## src/rtl/pic_pkg.sv

```systemverilog
// Shared constants and state encoding for the PIC interrupt-acknowledge logic.
package pic_pkg;

  localparam int unsigned NIRQ_DFLT    = 8;
  localparam int unsigned SPUR_ID_DFLT = 7;
  localparam int unsigned ID_W         = 3;

  typedef enum logic [2:0] {
    StIdle  = 3'd0,
    StWait1 = 3'd1,
    StAck1  = 3'd2,
    StGap   = 3'd3,
    StAck2  = 3'd4
  } state_e;

endpackage

```

## src/rtl/isr_eoi_dec.sv

```systemverilog
// Combinational EOI decoder: turns an EOI command into the ISR bits it clears.
module isr_eoi_dec
  import pic_pkg::*;
#(
  parameter int unsigned NIRQ = NIRQ_DFLT
) (
  input  logic [NIRQ-1:0] i_isr,
  input  logic            i_eoi,
  input  logic            i_eoi_sl,
  input  logic [ID_W-1:0] i_eoi_lvl,
  output logic [NIRQ-1:0] o_clr
);

  localparam logic [NIRQ-1:0] ONE = NIRQ'(1);

  logic [NIRQ-1:0] w_lowest;

  // Scan from the top down so the last hit is the highest-priority (lowest) bit.
  always_comb begin
    w_lowest = '0;
    for (int i = int'(NIRQ) - 1; i >= 0; i--) begin
      if (i_isr[i]) begin
        w_lowest = ONE << i;
      end
    end
  end

  always_comb begin
    o_clr = '0;
    if (i_eoi) begin
      if (i_eoi_sl) begin
        o_clr = ONE << i_eoi_lvl;
      end else begin
        o_clr = w_lowest;
      end
    end
  end

endmodule

```

## src/rtl/inta_seq.sv

```systemverilog
// CPU-side interrupt responder: raises int_out, runs the two-pulse INTA cycle
// and keeps the in-service register up to date (AEOI, specific, non-specific EOI).
module inta_seq
  import pic_pkg::*;
#(
  parameter int unsigned NIRQ    = NIRQ_DFLT,
  parameter int unsigned SPUR_ID = SPUR_ID_DFLT
) (
  input  logic            clk,
  input  logic            rst,
  input  logic            isprior,
  input  logic [ID_W-1:0] irq_id,
  input  logic            inta,
  input  logic            ar,
  input  logic [4:0]      vec_base,
  input  logic            eoi,
  input  logic            eoi_sl,
  input  logic [ID_W-1:0] eoi_lvl,
  output logic            int_out,
  output logic [NIRQ-1:0] isr,
  output logic [NIRQ-1:0] irr_clr,
  output logic [7:0]      dout,
  output logic            dout_en
);

  localparam logic [NIRQ-1:0] ONE = NIRQ'(1);

  state_e          r_state, w_state_d;
  logic            r_inta_q;
  logic            r_int_out, w_int_out_d;
  logic [NIRQ-1:0] r_isr, w_isr_d;
  logic [NIRQ-1:0] r_irr_clr, w_irr_clr_d;
  logic [7:0]      r_dout, w_dout_d;
  logic            r_dout_en, w_dout_en_d;
  logic [ID_W-1:0] r_id_lat, w_id_lat_d;
  logic            r_spur, w_spur_d;

  logic            w_rise, w_fall;
  logic [NIRQ-1:0] w_set, w_aeoi_clr, w_eoi_clr;

  assign w_rise = inta & ~r_inta_q;
  assign w_fall = ~inta & r_inta_q;

  isr_eoi_dec #(
    .NIRQ (NIRQ)
  ) u_eoi_dec (
    .i_isr     (r_isr),
    .i_eoi     (eoi),
    .i_eoi_sl  (eoi_sl),
    .i_eoi_lvl (eoi_lvl),
    .o_clr     (w_eoi_clr)
  );

  always_comb begin
    w_state_d   = r_state;
    w_int_out_d = 1'b0;
    w_dout_d    = r_dout;
    w_dout_en_d = 1'b0;
    w_id_lat_d  = r_id_lat;
    w_spur_d    = r_spur;
    w_set       = '0;
    w_aeoi_clr  = '0;
    unique case (r_state)
      StIdle: begin
        if (isprior) begin
          w_state_d   = StWait1;
          w_int_out_d = 1'b1;
        end
      end
      StWait1: begin
        w_int_out_d = 1'b1;
        if (w_rise) begin
          w_state_d   = StAck1;
          w_int_out_d = 1'b0;
          // A request that vanished before the first pulse becomes spurious.
          if (isprior) begin
            w_id_lat_d = irq_id;
            w_spur_d   = 1'b0;
            w_set      = ONE << irq_id;
          end else begin
            w_id_lat_d = ID_W'(SPUR_ID);
            w_spur_d   = 1'b1;
          end
        end
      end
      StAck1: begin
        if (w_fall) begin
          w_state_d = StGap;
        end
      end
      StGap: begin
        if (w_rise) begin
          w_state_d   = StAck2;
          w_dout_d    = {vec_base, r_id_lat};
          w_dout_en_d = 1'b1;
        end
      end
      StAck2: begin
        w_dout_en_d = 1'b1;
        if (w_fall) begin
          w_state_d   = StIdle;
          w_dout_en_d = 1'b0;
          w_dout_d    = '0;
          if (ar && !r_spur) begin
            w_aeoi_clr = ONE << r_id_lat;
          end
        end
      end
      default: w_state_d = StIdle;
    endcase
  end

  assign w_irr_clr_d = w_set;
  // Set after clear so a same-bit collision leaves the bit in service.
  assign w_isr_d = (r_isr & ~(w_eoi_clr | w_aeoi_clr)) | w_set;

  always_ff @(posedge clk) begin
    if (rst) begin
      r_state   <= StIdle;
      r_inta_q  <= 1'b0;
      r_int_out <= 1'b0;
      r_isr     <= '0;
      r_irr_clr <= '0;
      r_dout    <= '0;
      r_dout_en <= 1'b0;
      r_id_lat  <= '0;
      r_spur    <= 1'b0;
    end else begin
      r_state   <= w_state_d;
      r_inta_q  <= inta;
      r_int_out <= w_int_out_d;
      r_isr     <= w_isr_d;
      r_irr_clr <= w_irr_clr_d;
      r_dout    <= w_dout_d;
      r_dout_en <= w_dout_en_d;
      r_id_lat  <= w_id_lat_d;
      r_spur    <= w_spur_d;
    end
  end

  assign int_out = r_int_out;
  assign isr     = r_isr;
  assign irr_clr = r_irr_clr;
  assign dout    = r_dout;
  assign dout_en = r_dout_en;

endmodule

```

## config.mk

```make
export PLATFORM = sky130hd
export DESIGN_NAME = inta_seq
export DESIGN_NICKNAME = d
export VERILOG_FILES = /design/src/rtl/pic_pkg.sv /design/src/rtl/isr_eoi_dec.sv /design/src/rtl/inta_seq.sv
export SDC_FILE = /design/constraint.sdc
export NUM_CORES = 1
export LEC_CHECK = 0
export ABC_AREA = 1
export CAP_MARGIN = 15
export CORE_UTILIZATION = 52
export CTS_BUF_LIST = sky130_fd_sc_hd__clkbuf_16
export DETAILED_ROUTE_END_ITERATION = 8
export PLACE_DENSITY = 0.95
export SLEW_MARGIN = 20
export SYNTH_ARGS = -nofsm -noshare
export SYNTH_HDL_FRONTEND = slang
export SYNTH_HIERARCHICAL = 1
export SYNTH_SLANG_ARGS = --single-unit
```

## constraint.sdc

```tcl
create_clock -name clk -period 2.4 [get_ports clk]
set_input_delay 0.48 -clock clk [delete_from_list [all_inputs] [get_ports clk]]
set_output_delay 0.48 -clock clk [all_outputs]
set_load 0.03 [all_outputs]
```

==> flow_summary.json <==
{
  "status": "complete, no violations",
  "cts_made_buffers": 5,
  "hp-start": "r_spur",
  "synth_area_per_cell_um2": 6.94,
  "die_y_um": 60.2,
  "vdd_drop_max_mv": 0.544,
  "arrival_ns": 1.43,
  "r2r-end": "isr[1]",
  "htreeDepth": 2,
  "grt.overflow.total": 0,
  "antenna_found_initial": 0,
  "track_usage_pct": 27.2,
  "first_pass_iters": 5,
  "hpwlAfterDp_um": 3040,
  "dieWidth_um": 60.2,
  "setup_viol": 0,
  "grt_pass1_wl_um": 7040,
  "slowest_delay_ns": 0.71,
  "worstPathRequired_ns": 1.92,
  "clockBufferDepth": 2,
  "clock_sinks": 34,
  "syn_nets": 272,
  "portBuffers": 43,
  "ys_seq_elements": 34,
  "ant_nets": 0,
  "cts_setup_buffers": 0,
  "setup_ws_ns": 0.490,
  "ys_warn_count": 6,
  "grt_start_max_net_pins": 20,
  "crit_slowest_cell": "clkdlybuf4s50_1",
  "gp_congestion": 0.852,
  "final_net_count": 317,
  "grt_pass1_vias": 1620,
  "p_leak_nw": 1.05,
  "yosysMostFrequentCell": "nand2_1",
  "fmax_mhz": 524,
  "fin_cells": 344,
  "yosysTopAreaCellShare_pct": 38.6,
  "r2r_slack_ns": 0.89,
  "fin_crit_sh_pct": 79.6,
  "ys_top_cells_by_count": "nand2_1 (57), inv_1 (41), dfxtp_1 (34)",
  "initial_utilization_pct": 56.4,
  "ys_types": 32,
  "syn2layout_area_growth_pct": 36.6,
  "critPathCaptureType": "output port",
  "whs_ns": 0.449,
  "cp-start-kind": "flip-flop",
  "dp_cells": 336,
  "synth_edf_count": 0,
  "via_count": 1855,
  "io_pins": 44,
  "clk_latency_ns": 0.28,
  "cts_tree": "done",
  "postCtsHoldBufs": 0,
  "pre_cts_slack_ns": 0.500,
  "crit-reg2reg-launch": "r_state[2]",
  "worst-setup-path-type": "reg -> out",
  "setup_tns_ns": 0,
  "synthArstFlopShare_pct": 0,
  "multi_input_area_um2": 865,
  "netlist_instances": 254,
  "min_to": "r_spur",
  "path_cells": "clkdlybuf4s50_1",
  "ff2ff_path_depth": 7,
  "clk_pin_slew_ns": 0.05,
  "drive_gt1_share_pct": 14.0,
  "rsz0062_at_grt": "no",
  "rows": 20,
  "ys_seq_area_share_pct": 38.6,
  "drtIter0Drc": 105,
  "drc_errors": 0,
  "nFillCells": 204,
  "finClkSkew_ns": 0.00685,
  "cts-resized-gates": 0,
  "vias_per_cell": 5.39,
  "worstPathMaxFanout": 5,
  "finalHoldViolCount": 0,
  "wl_um": 4570,
  "hold_path.class": "reg -> reg",
  "fin_crit_ns": 1.91,
  "critPathTopFamily": "buffers and inverters",
  "power_mw": 2.02,
  "cts_root_buffer": "clkbuf_16",
  "ys.flop_type": "dfxtp_1",
  "crit_buf_inv": 1,
  "ff_latch_area_um2": 681,
  "maxSlewViolCount": 0,
  "synth.top_cells.by_area": "dfxtp_1 (39%), nand2_1 (12%), inv_1 (8.7%), nor2_1 (6.6%), nand2_2 (3.9%)",
  "worstMarginPinSlew_ns": 0.408,
  "holdPathStages": 2,
  "maxCapViolCount": 0,
  "core_mm2": 0.00313,
  "slew_headroom_pct": 72.8,
  "syn_area_mm2": 0.00176,
  "dieArea_mm2": 0.00363,
  "wire_per_inst_um": 13.3,
  "diodes": 0,
  "pwr_density_cell_mw_per_mm2": 839,
  "synth_area_leader_cell": "dfxtp_1"
}
## stage by stage
step                      area (µm²)  util, %
after detailed placement        2210     70.8
final                           2410     77.0
after floorplan                 1760        -
after CTS                       2410     77.0
after global routing            2410     77.0
after global placement          2210     70.8
## area by class of cell
cell class | count | area share, %
well taps | 44 | 2.29
repair buffers | 44 | 18.2
multi-input cells | 169 | 35.9
clock buffers | 5 | 5.19
inverters | 45 | 7.32
flip-flops and latches | 34 | 28.3
clock inverters | 3 | 2.86
## cell usage in the layout (no fill, tap or decap), types with 6 or more instances in the layout
| master | n |
|---|---|
| o21ai_1 | 6 |
| nand2_1 | 57 |
| nor2_1 | 31 |
| dfxtp_1 | 34 |
| nand4_1 | 9 |
| clkdlybuf4s50_1 | 43 |
| a21oi_1 | 13 |
| nor3_1 | 6 |
| nand2_2 | 11 |
| nand3_1 | 9 |
| inv_1 | 41 |
## where the power goes
part	switching, mW	internal [mW]
combinational	0.311	0.189
sequential	0.0578	0.623
clock	0.245	0.596
total	0.613	1.41
## worst reg2reg max path: cells and delay by family (launching register included)
family | cells | cell delay, ns
buf+inv | 1 | 0.14
simple gates | 6 | 0.89
flops | 1 | 0.43
## cells by family (layout without fill, tap and decap cells)
logic type | count (synthesis) | count (layout) | synth area share (%)
buf+inv | 51 | 97 | 12.3
compound gates | 32 | 32 | 11.5
simple gates | 137 | 137 | 37.5
flops | 34 | 34 | 38.6
## state kept, by name, indices dropped and copies added (netlist names)
signal    count
r_spur        1
r_id_lat      3
r_inta_q      1
int_out       1
dout_en       1
dout          8
isr           8
r_state       3
irr_clr       8
## worst max-delay path by stage
stage                       from       to  slack, ns  depth (start not counted)
after floorplan             inta  dout[3]       1.05                          8
after global placement      inta  dout[7]       0.53                          8
after detailed placement  eoi_sl   isr[2]       0.50                          7
after CTS                 isr[1]   isr[1]       0.50                          1
after global routing      isr[1]   isr[1]       0.45                          1
final                     isr[0]   isr[0]       0.49                          1
## layer usage
metal	wire length [µm]	vias to the layer above	GRT usage (%)
met5	0	-	0
li1	-	891	-
met2	2130	121	43.8
met4	214	0	18.6
met3	380	25	7.14
met1	1840	818	31.3
Power figures use the tool's default switching activity.
==> RTL change 1, RTL diff (config.mk and constraints unchanged) <==
The 5 states of `state_e` get a one-hot encoding in 5 bits.
--- a/src/rtl/pic_pkg.sv
+++ b/src/rtl/pic_pkg.sv
@@ -6,10 +6,10 @@
   localparam int unsigned ID_W         = 3;
 
-  typedef enum logic [2:0] {
-    StIdle  = 3'd0,
-    StWait1 = 3'd1,
-    StAck1  = 3'd2,
-    StGap   = 3'd3,
-    StAck2  = 3'd4
+  typedef enum logic [4:0] {
+    StIdle  = 5'b00001,
+    StWait1 = 5'b00010,
+    StAck1  = 5'b00100,
+    StGap   = 5'b01000,
+    StAck2  = 5'b10000
   } state_e;
 
Formal check against the unedited RTL: same outputs for any inputs over 10 cycles, from zero or initial values and one cycle with rst high; not proved beyond that.
==> RTL change 1 against the unedited design <==
Utilization decreased by 3.7 points; setup slack got worse by 3.8 ps; area after synthesis increased by 6.7%; power decreased by 22%; non-clock buffer count unchanged; final area increased by 3.2%; sequential cell count increased by 2; sequential share of layout area increased by 0.74 points; count of clock-buffer cells in the layout unchanged; routed wire length increased by 7.5%; combinational power decreased by 41%; largest power group is now sequential cells.
==> RTL change 1: results (changes against the unedited design) <==
TOTAL_LEAKAGE_POWER_nW=1.044  # was 1.051 nW
FINALWIRELENGTH_UM=4908  # was 4566 um
WORST_IR_DROP_VDD_V=0.0005230  # was 0.0005439 V
DR.FIRST_ITER.DRC_COUNT=138  # was 105
SYN_INST=279  # was 254
DP_CELLS=365  # was 336
YS_TOP_CELLS_BY_AREA='sky130_fd_sc_hd__dfxtp_1 (38%), sky130_fd_sc_hd__nor2_1 (10%), sky130_fd_sc_hd__nand2_1 (9.6%)'  # was sky130_fd_sc_hd__dfxtp_1 (39%), sky130_fd_sc_hd__nand2_1 (12%), sky130_fd_sc_hd__inv_1 (8.7%)
RUN_STATUS='complete, no violations'  # unchanged
FINAL_LAYOUT_SIZE_SUFFIX_GT1_SHARE_PCT=10.43  # was 14.00%
DETAILROUTE.VIA_COUNT=1982  # was 1,855
DPL_CELL_AREA_SQ_UM=2347  # was 2215 sq um
NUMBER_OF_GLOBAL_ROUTE_VIAS_BEFORE_REPAIR=1896  # was 1,620
WORST_R2R_PATH_DEPTH=8  # was 7
HOLD_EP='dout[5]$_SDFFE_PP0P_'  # was r_spur$_SDFFE_PP0P_
HOLD_PATH.STARTPOINT='dout[5]$_SDFFE_PP0P_'  # was r_spur$_SDFFE_PP0P_
POST-DP-HPWL_UM=3380  # was 3035 um
AREA.GROWTH.SYNTH_TO_FINAL_PCT=32.05  # was 36.62%
SYNTH.NET_COUNT=297  # was 272
FIN_SKEW_PS=3.311  # was 6.853 ps
WORST_PIN_SLEW_PS=370.0  # was 407.6 ps
TIMING.REG2REG.SETUP_SLACK_PS=730  # was 890 ps
TIMING.HOLD.WORST_PATH_DEPTH=4  # was 2
R2R-END='dout[3]$_SDFFE_PP0P_'  # was isr[1]$_SDFF_PP0_
ROUTEDWLPERCELL_UM=13.19  # was 13.27 um
SOURCE_OF_THE_WORST_REGISTER_TO_REGISTER_TIMING_PATH='r_state[3]$_SDFFE_PP0P_'  # was r_state[2]$_SDFFE_PP0P_
POST_SYNTH_NUM_CELL_TYPES=30  # was 32
LIST_OF_MOST_FREQUENT_POST_SYNTHESIS_CELLS='sky130_fd_sc_hd__nor2_1 (52), sky130_fd_sc_hd__nand2_1 (48), sky130_fd_sc_hd__inv_1 (41), sky130_fd_sc_hd__dfxtp_1 (36), sky130_fd_sc_hd__nand3_1 (29)'  # was sky130_fd_sc_hd__nand2_1 (57), sky130_fd_sc_hd__inv_1 (41), sky130_fd_sc_hd__dfxtp_1 (34), sky130_fd_sc_hd__nor2_1 (31), sky130_fd_sc_hd__a21oi_1 (13)
FILLERINSTANCES=244  # was 204
-- RTL change 1: cell type report --
type | instances | area share (%)
Clock buffer | 5 | 5.035
Clock inverter | 2 | 0.5035
Inverter | 47 | 7.301
Multi-Input combinational cell | 192 | 38.22
Sequential cell | 36 | 29.00
Tap cell | 46 | 2.316
Timing Repair Buffer | 44 | 17.62
-- RTL change 1: cell families (layout without fill, tap and decap cells) --
group,after synthesis,after routing,share of synthesized area [%]
and+or+nand+nor,164,164,41.69
buffers and inverters,51,98,11.24
DFF,36,36,38.30
AOI/OAI and AO/OA,28,28,8.778
-- RTL change 1: routing by layer --
| layer | vias to the layer above | part of all wire (%) | global-route usage (%) |
|---|---|---|---|
| met2 | 114 | 48 | 46.43 |
| met3 | 22 | 7.9 | 6.618 |
| li1 | 981 | - | - |
| met1 | 865 | 41 | 31.35 |
| met5 | - | 0 | 0 |
| met4 | 0 | 3.2 | 14.83 |
-- RTL change 1: how the worst max path moves through the flow --
| stage | from | end | slack [ps] | depth (start not counted) |
|---|---|---|---|---|
| after floorplan | inta | dout[0]$_SDFFE_PP0P_ | 1100 | 9 |
| after global placement | inta | dout[0]$_SDFFE_PP0P_ | 520 | 10 |
| after detailed placement | inta | dout[5]$_SDFFE_PP0P_ | 480 | 10 |
| after CTS | isr[4]$_SDFF_PP0_ | isr[4] | 490 | 1 |
| after global routing | isr[1]$_SDFF_PP0_ | isr[1] | 470 | 1 |
| final | isr[1]$_SDFF_PP0_ | isr[1] | 490 | 1 |
-- RTL change 1: report_power, final --
part,switching (mW),internal [mW],total (mW)
logic,0.182,0.115,0.297
registers,0.0250,0.627,0.652
clock network,0.245,0.376,0.621
==> RTL change 2, RTL diff (same flow settings) <==
Made on the original files. Change the package constant `NIRQ_DFLT` from 8 to 12.
--- a/src/rtl/pic_pkg.sv
+++ b/src/rtl/pic_pkg.sv
@@ -2,5 +2,5 @@
 package pic_pkg;
 
-  localparam int unsigned NIRQ_DFLT    = 8;
+  localparam int unsigned NIRQ_DFLT    = 12;
   localparam int unsigned SPUR_ID_DFLT = 7;
   localparam int unsigned ID_W         = 3;
Ports: changed (resized irr_clr and isr); port bits go from 44 to 52. No check against the original RTL was run, so the function may have changed too.
==> RTL change 2 against the unedited design <==
Routed wire length up 3.0%; area after synthesis is 12% higher; utilization shrank 6.3 points; power decreased by 2.4%; setup slack got worse by 15 ps; final area grew 7.4%; combinational power up 14%; sequential cell count rose by 4.
==> RTL change 2: results (changes against the unedited design) <==
RUN_STATUS='complete, no violations'  # unchanged
HOLD_EP='isr[10]$_SDFF_PP0_'  # was r_spur$_SDFFE_PP0P_
GRT_UTIL_ALL_LAYERS_PCT=25.13  # was 27.24%
WORST-ENDPOINT-ARRIVAL_PS=1450  # was 1430 ps
FINALHOLDWORSTSLACK_PS=472.4  # was 448.6 ps
WL_MET1_UM=1942  # was 1838 um
TIMING.REG2REG.SETUP_SLACK_PS=770  # was 890 ps
SYNTH_COMPOUND_GATE_AREA_SHARE_PCT=7.931  # was 11.50%
DRT-VIAS-PER-INSTANCE=5.025  # was 5.392
SOURCE_OF_THE_WORST_REGISTER_TO_REGISTER_TIMING_PATH='r_state[1]$_SDFFE_PP0P_'  # was r_state[2]$_SDFFE_PP0P_
YS_TOP_CELLS_BY_AREA='sky130_fd_sc_hd__dfxtp_1 (39%), sky130_fd_sc_hd__nand2_1 (18%), sky130_fd_sc_hd__nor2_1 (9.3%)'  # was sky130_fd_sc_hd__dfxtp_1 (39%), sky130_fd_sc_hd__nand2_1 (12%), sky130_fd_sc_hd__inv_1 (8.7%)
IO_BUFFERS=47  # was 43
HOLD_PATH.STARTPOINT='isr[10]$_SDFF_PP0_'  # was r_spur$_SDFFE_PP0P_
WORST_IR_DROP_VDD_V=0.0004456  # was 0.0005439 V
MET2_LENGTH_UM=2348  # was 2133 um
GRT_FIRST_PASS_WIRELENGTH_UM=8038  # was 7044 um
NETS=374  # was 317
SHARE_OF_SYNTHESIZED_AREA_OCCUPIED_BY_FLIP_FLOPS_AND_LATCHES_PCT=38.58  # was 38.61%
R2R-END='dout[1]$_SDFFE_PP0P_'  # was isr[1]$_SDFF_PP0_
GP_CONGESTION=0.9287  # was 0.8520
MET3_LENGTH_UM=297  # was 380 um
FINALWIRELENGTH_UM=4704  # was 4566 um
DETAIL_ROUTE.FIRST_PASS.ITERATIONS=4  # was 5
POST_SYNTH_NUM_CELL_TYPES=27  # was 32
NUMBER_OF_GLOBAL_ROUTE_VIAS_BEFORE_REPAIR=1873  # was 1,620
LIST_OF_MOST_FREQUENT_POST_SYNTHESIS_CELLS='sky130_fd_sc_hd__nand2_1 (94), sky130_fd_sc_hd__nor2_1 (49), sky130_fd_sc_hd__inv_1 (43), sky130_fd_sc_hd__dfxtp_1 (38), sky130_fd_sc_hd__nand3_1 (20)'  # was sky130_fd_sc_hd__nand2_1 (57), sky130_fd_sc_hd__inv_1 (41), sky130_fd_sc_hd__dfxtp_1 (34), sky130_fd_sc_hd__nor2_1 (31), sky130_fd_sc_hd__a21oi_1 (13)
TOTAL_LEAKAGE_POWER_nW=1.160  # was 1.051 nW
GRT_START_MAX_NET_PINS=18  # was 20
FINAL_LAYOUT_SIZE_SUFFIX_GT1_SHARE_PCT=6.443  # was 14.00%
[RTL change 2: cell count changes after synthesis, moves of 3 or more]
cell                      unedited run  this run
sky130_fd_sc_hd__nand2_1            57        94
sky130_fd_sc_hd__nor2_1             31        49
sky130_fd_sc_hd__nand3_1             9        20
sky130_fd_sc_hd__nand2_2            11         2
sky130_fd_sc_hd__nand4_1             9         2
sky130_fd_sc_hd__o21ai_0             2         9
sky130_fd_sc_hd__a21oi_2             4         0
sky130_fd_sc_hd__dfxtp_1            34        38
sky130_fd_sc_hd__buf_4               1         4
sky130_fd_sc_hd__o21ai_1             6         3
[RTL change 2: layout make-up]
cell class / instances / share of cell area (%)
Sequential cell: 38 / 29.40
Multi-Input combinational cell: 218 / 37.81
Clock inverter: 3 / 0.6286
Clock buffer: 5 / 4.836
Inverter: 45 / 6.528
Tap cell: 48 / 2.321
Timing Repair Buffer: 48 / 18.47
[RTL change 2: kinds of logic after synthesis]
| logic type | after synthesis |
|---|---|
| and+or+nand+nor | 186 |
| buffers and inverters | 55 |
| DFF | 38 |
| AOI/OAI and AO/OA | 28 |
| other | 1 |
[RTL change 2: worst min-delay path, cell delays in order (launching register included)]
cell and delay, ps:
sky130_fd_sc_hd__dfxtp_1 330, sky130_fd_sc_hd__nand2_1 70, sky130_fd_sc_hd__nor2_1 30
[RTL change 2: stage by stage]
step	util, %	area (sq um)	setup WS [ps]	cells
after floorplan	-	1983	1057	311
after global placement	66.81	2446	392.5	397
after detailed placement	66.81	2446	369.1	397
after CTS	70.68	2587	468.7	405
after global routing	70.68	2587	440.0	405
final	70.68	2587	474.9	405
[RTL change 2: how the worst max path moves through the flow]
stage	start	to	slack, ps
final	isr[4]$_SDFF_PP0_	isr[4]	470
after global routing	isr[0]$_SDFF_PP0_	isr[0]	440
after CTS	isr[4]$_SDFF_PP0_	isr[4]	470
after detailed placement	eoi_sl	isr[4]$_SDFF_PP0_	370
after global placement	eoi_sl	isr[4]$_SDFF_PP0_	390
after floorplan	inta	dout[0]$_SDFFE_PP0P_	1060
[RTL change 2: metal layers]
metal	vias up	global-route usage, %
li1	1031	-
met1	907	28.75
met2	84	43.48
met3	13	7.065
met4	0	10.23
met5	-	0
[RTL change 2: where the power goes]
part	total, mW	leakage [nW]	switching, mW	internal (mW)
logic	0.572	0.785	0.354	0.218
registers	0.775	0.308	0.0727	0.703
clock network	0.626	0.0672	0.247	0.378
total	1.97	1.16	0.674	1.30
